[config.mk]
export PLATFORM = sky130hd
export DESIGN_NAME = dmem_arbiter
export DESIGN_NICKNAME = d
export VERILOG_FILES = /design/src/rtl/dmem_arbiter.sv
export SDC_FILE = /design/constraint.sdc
export NUM_CORES = 1
export LEC_CHECK = 0
export ABC_CLOCK_PERIOD_IN_PS = 5800
export CAP_MARGIN = 30
export CORE_ASPECT_RATIO = 2
export CORE_UTILIZATION = 36
export CTS_BUF_LIST = sky130_fd_sc_hd__clkbuf_2 sky130_fd_sc_hd__clkbuf_4 sky130_fd_sc_hd__clkbuf_8
export CTS_CLUSTER_DIAMETER = 200
export DETAILED_ROUTE_END_ITERATION = 10
export GPL_TIMING_DRIVEN = 1
export PLACE_DENSITY = 0.92
export SETUP_SLACK_MARGIN = 0.15
export SKIP_CTS_REPAIR_TIMING = 1
export SYNTH_ARGS = -nofsm -noshare
export SYNTH_HDL_FRONTEND = slang
export SYNTH_SLANG_ARGS = --single-unit
[constraint.sdc]
create_clock -name clk -period 5.8 [get_ports clk]
set_input_delay 1.74 -clock clk [delete_from_list [all_inputs] [get_ports clk]]
set_output_delay 1.74 -clock clk [all_outputs]
set_load 0.1 [all_outputs]
[src/rtl/dmem_arbiter.sv]
// Data-memory arbiter: shares the single-port data memory between the CPU
// load/store path and a 4-phase host port, and generates the CPU stall.
module dmem_arbiter #(
  parameter int STARVE_MAX = 4,
  parameter int CNT_W      = 4
) (
  input  logic        clk,
  input  logic        reset,
  input  logic        cpu_rd,
  input  logic        cpu_wr,
  input  logic        cpu_bh,
  input  logic [15:0] cpu_addr,
  input  logic [15:0] cpu_wdata,
  output logic [15:0] cpu_rdata,
  output logic        cpu_stall,
  input  logic        host_req,
  input  logic        host_we,
  input  logic        host_bh,
  input  logic [15:0] host_addr,
  input  logic [15:0] host_wdata,
  output logic [15:0] host_rdata,
  output logic        host_ack,
  input  logic        host_hold,
  output logic        mem_rd,
  output logic        mem_wr,
  output logic        mem_bh,
  output logic [15:0] mem_addr,
  output logic [15:0] mem_wdata,
  input  logic [15:0] mem_rdata,
  output logic        misalign
);

  typedef enum logic [1:0] {
    IDLE,
    CPU_RD,
    HOST_RD,
    HOST_WR
  } state_t;

  state_t           state;
  state_t           state_nx;
  logic [CNT_W-1:0] starve_cnt;
  logic [CNT_W-1:0] starve_nx;
  logic [CNT_W-1:0] starve_inc;
  logic [15:0]      rdata_q;

  logic cpu_req;
  logic cpu_elig;
  logic host_elig;
  logic starved;
  logic idle;
  logic cpu_win;
  logic host_win;

  assign cpu_req   = cpu_rd | cpu_wr;
  assign cpu_elig  = cpu_req & ~host_hold;
  assign host_elig = host_req & ~host_ack;
  assign starved   = starve_cnt >= CNT_W'(STARVE_MAX);
  assign idle      = (state == IDLE) & reset;

  // Nothing is issued while reset is held, so mem_* stay low.
  assign cpu_win  = idle & cpu_elig & ~(host_elig & starved);
  assign host_win = idle & host_elig & ~cpu_win;

  assign starve_inc = starved ? starve_cnt
                              : starve_cnt + CNT_W'(1);

  assign cpu_rdata = (state == CPU_RD) ? mem_rdata : rdata_q;

  // A store retires in its issue cycle; a load retires in CPU_RD.
  assign cpu_stall = reset & cpu_req
                   & (state != CPU_RD)
                   & ~(cpu_win & ~cpu_rd);

  always_comb begin
    state_nx  = state;
    mem_rd    = 1'b0;
    mem_wr    = 1'b0;
    mem_bh    = 1'b0;
    mem_addr  = 16'h0000;
    mem_wdata = 16'h0000;
    misalign  = 1'b0;
    unique case (1'b1)
      cpu_win: begin
        mem_rd    = cpu_rd;
        mem_wr    = ~cpu_rd;
        mem_bh    = cpu_bh;
        mem_addr  = {cpu_addr[15:1],
                     cpu_addr[0] & ~cpu_bh};
        mem_wdata = cpu_wdata;
        misalign  = cpu_bh & cpu_addr[0];
        if (cpu_rd) state_nx = CPU_RD;
      end
      host_win: begin
        mem_rd    = ~host_we;
        mem_wr    = host_we;
        mem_bh    = host_bh;
        mem_addr  = {host_addr[15:1],
                     host_addr[0] & ~host_bh};
        mem_wdata = host_wdata;
        misalign  = host_bh & host_addr[0];
        state_nx  = host_we ? HOST_WR : HOST_RD;
      end
      default: begin
        if (state != IDLE) state_nx = IDLE;
      end
    endcase
  end

  always_comb begin
    starve_nx = starve_cnt;
    if (!host_elig || host_win) begin
      starve_nx = '0;
    end else if (cpu_win || state == CPU_RD) begin
      starve_nx = starve_inc;
    end
  end

  always_ff @(posedge clk or negedge reset) begin
    if (!reset) begin
      state      <= IDLE;
      starve_cnt <= '0;
      host_ack   <= 1'b0;
      host_rdata <= 16'h0000;
      rdata_q    <= 16'h0000;
    end else begin
      state      <= state_nx;
      starve_cnt <= starve_nx;
      if (state == CPU_RD) rdata_q <= mem_rdata;
      if (state == HOST_RD) host_rdata <= mem_rdata;
      if (state == HOST_RD || state == HOST_WR) begin
        host_ack <= 1'b1;
      end else if (host_ack && !host_req) begin
        host_ack <= 1'b0;
      end
    end
  end

endmodule

==> summary.md <==
| Metric | Value |
|---|---|
| Worst Setup SP | `cpu_rd` |
| Core area | `0.00518 mm^2` |
| Post-Synthesis Cells | `157` |
| Post-synth EDFFs | `0` |
| Layout cells sized above 1 | `32.9%` |
| DIE HEIGHT | `107 um` |
| Final setup fails | `0` |
| CP Capture Type | `output pin` |
| H-tree depth | `2` |
| Seq/Total Area, Yosys | `between 40% and 50%` |
| Initial core utilization | `between 30% and 40%` |
| Num CTS Buffers | `5` |
| Peak supply drop | `491 uV` |
| Clock skew | `0.00758 ns` |
| Measured slew at the worst slew-check pin | `1.01 ns` |
| First-pass GRT wire length | `approximately 12000 um` |
| DRT iter0 DRCs | `70` |
| Area Overhead vs Synth | `105%` |
| Most common cell after layout, fill and taps aside | `clkdlybuf4s50_1` |
| Post-route insts no fill | `377` |
| Fillers | `311` |
| Largest net degree at the start of global routing | `31` |
| Post-Syn Area | `a little under 0.002 mm^2` |
| Num ports | `roughly 160` |
| Vias in the first global route | `2298` |
| Yosys cell types | `28` |
| Post-DP HPWL | `~6300 um` |
| Asr flop ratio synth | `100%` |
| CTS root buf | `clkbuf_8` |
| Vias per cell | `5.55` |
| WL final | `7730 um` |
| Most frequent cells in the layout | `clkdlybuf4s50_1 (104), dfrtp_1 (39), buf_12 (37)` |
| Pwr/cell area | `between 400 and 500 mW/mm^2` |
| R2r startpoint | `state[0]` |
| Final #Nets | `about 400` |
| CTS Buffer Depth | `2` |
| Area taken by multi-input logic gates | `~920 um^2` |
| Worst hold start | `rdata_q[12]` |
| Req. time, crit path | `4.06 ns` |
| Grt total ovfl | `0` |
| CTS tree | `built` |
| Arr. time, crit path | `3.70 ns` |
| Remaining antenna violation count | `0` |
| Most used DFF post-synth | `dfrtp_1` |
| DRT Pass-1 Iters | `4` |
| Ant. Diodes | `0` |
| Crit path kind | `primary input to output pin` |
| Worst rel slew slack | `between 30% and 40%` |
| Met3 WL | `815 um` |
| Antenna violations before repair | `0` |
| Met1 Wirelength | `2520 um` |
| Seq. cell area | `976 um^2` |
| Worst setup SP type | `primary input` |
| RSZ-0062 raised after global routing | `no` |
| Dpl cells | `369` |
| Final hold violation count | `0` |
| Tcrit/Tclk final | `93.8%` |
| RePlAce Congestion | `0.812` |
| Clock Latency Late Sink | `0.29 ns` |
| Post-route setup TNS | `0 ns` |
| Avg Cell Area, Syn | `12.5 um^2` |
| Power, Total | `1.70 mW` |
| Status | `completed` |
| Hold Slack | `0.504 ns` |
| DR top layer | `met4` |
| FMAX | `184 MHz` |
| Hold WC Path Type | `flip-flop to flip-flop` |
| Leak | `around 1.7 nW` |
| Die area | `between 0.005 and 0.006 mm^2` |
| Clock slew at reported path FFs | `0.07 ns` |
| Maxcap violations | `0` |
| Flops & latches, synth | `39` |
| Max Slew Vio Count | `0` |
| CP max FO | `30` |
| DR WL/cell | `around 20 um` |
| Die X-Extent | `54.3 um` |
| PortBufs | `158` |
| Metal2 WL | `4230 um` |
| GR Util All Layers | `roughly 28%` |
| Row Count | `37` |
| Via count | `2094` |
| Syn nets | `247` |
| CTS sink count | `39` |
| Final worst path period need | `approximately 5.4 ns` |
| Ys Warns | `0` |
| DRC | `0` |
## cell type report
| cell class | instances | share of cell area [%] |
|---|---|---|
| Timing Repair Buffer | 165 | 48.7 |
| Sequential cell | 39 | 24.3 |
| Multi-Input combinational cell | 105 | 22.8 |
| Clock buffer | 6 | 1.90 |
| Tap cell | 58 | 1.80 |
| Clock inverter | 2 | 0.311 |
| Inverter | 2 | 0.187 |
## per-layer routing
| metal | vias to the layer above | global-route usage (%) |
|---|---|---|
| met5 | - | 0 |
| met4 | 0 | 7.69 |
| li1 | 912 | - |
| met1 | 1015 | 29.2 |
| met2 | 150 | 51.1 |
| met3 | 17 | 9.59 |
## flip-flops by register name, indices dropped and copies added, names as in the netlist
name	count
starve_cnt	4
host_ack	1
state	2
rdata_q	16
host_rdata	16
## kinds of logic (layout without fill, tap and decap cells)
kind of cell	count (synthesis)	after routing	share of synthesized area, %
compound gates	46	46	20.4
fa+ha+maj	1	1	0.636
buf+inv	13	175	3.95
flops	39	39	49.7
mux	32	32	18.3
simple gates	26	26	7.00
## power by group
part	total, mW	leakage (nW)	internal [mW]	switching (mW)
Clock	0.183	0.0446	0.0887	0.0938
Combinational	1.13	1.21	0.305	0.829
Sequential	0.379	0.471	0.347	0.0316
Total	1.70	1.73	0.741	0.954
## stage by stage
step                      utilization, %  worst slack, ns  area [um^2]
after floorplan                        -            0.243         1970
after global placement              75.8            0.476         3930
after detailed placement            75.8            0.403         3930
after CTS                           77.6            0.390         4020
after global routing                77.6            0.319         4020
final                               77.6            0.357         4020
## cell usage after synthesis, drive strengths merged (3+ instances only)
master  count  share of area (%)
a21oi       3               0.76
a22o       32                 14
buf         8                3.0
clkbuf      3               0.57
dfrtp      39                 50
mux2       32                 18
nand2       8                1.5
nand2b      4                1.3
nand3       3               0.76
o21ai       4                1.2
## critical path: stages
cell and delay [ns]:
clkdlybuf4s50_1 0.47, o21ba_4 0.25, a2111oi_4 0.38, buf_4 0.38, a22o_1 0.28, buf_12 0.20
## final timing paths
check | to | slack [ns] | cells past startpoint
worst max register to register | rdata_q[15] | 3.78 | 3
min in group asynchronous | rdata_q[4] | 1.47 | 2
max in group asynchronous | starve_cnt[1] | 4.08 | 2
worst min-delay path | rdata_q[12] | 0.50 | 1
worst min register to register | rdata_q[12] | 0.50 | 1
worst max-delay path | mem_addr[14] | 0.36 | 6
No activity file was read; power rests on OpenSTA's default activity.
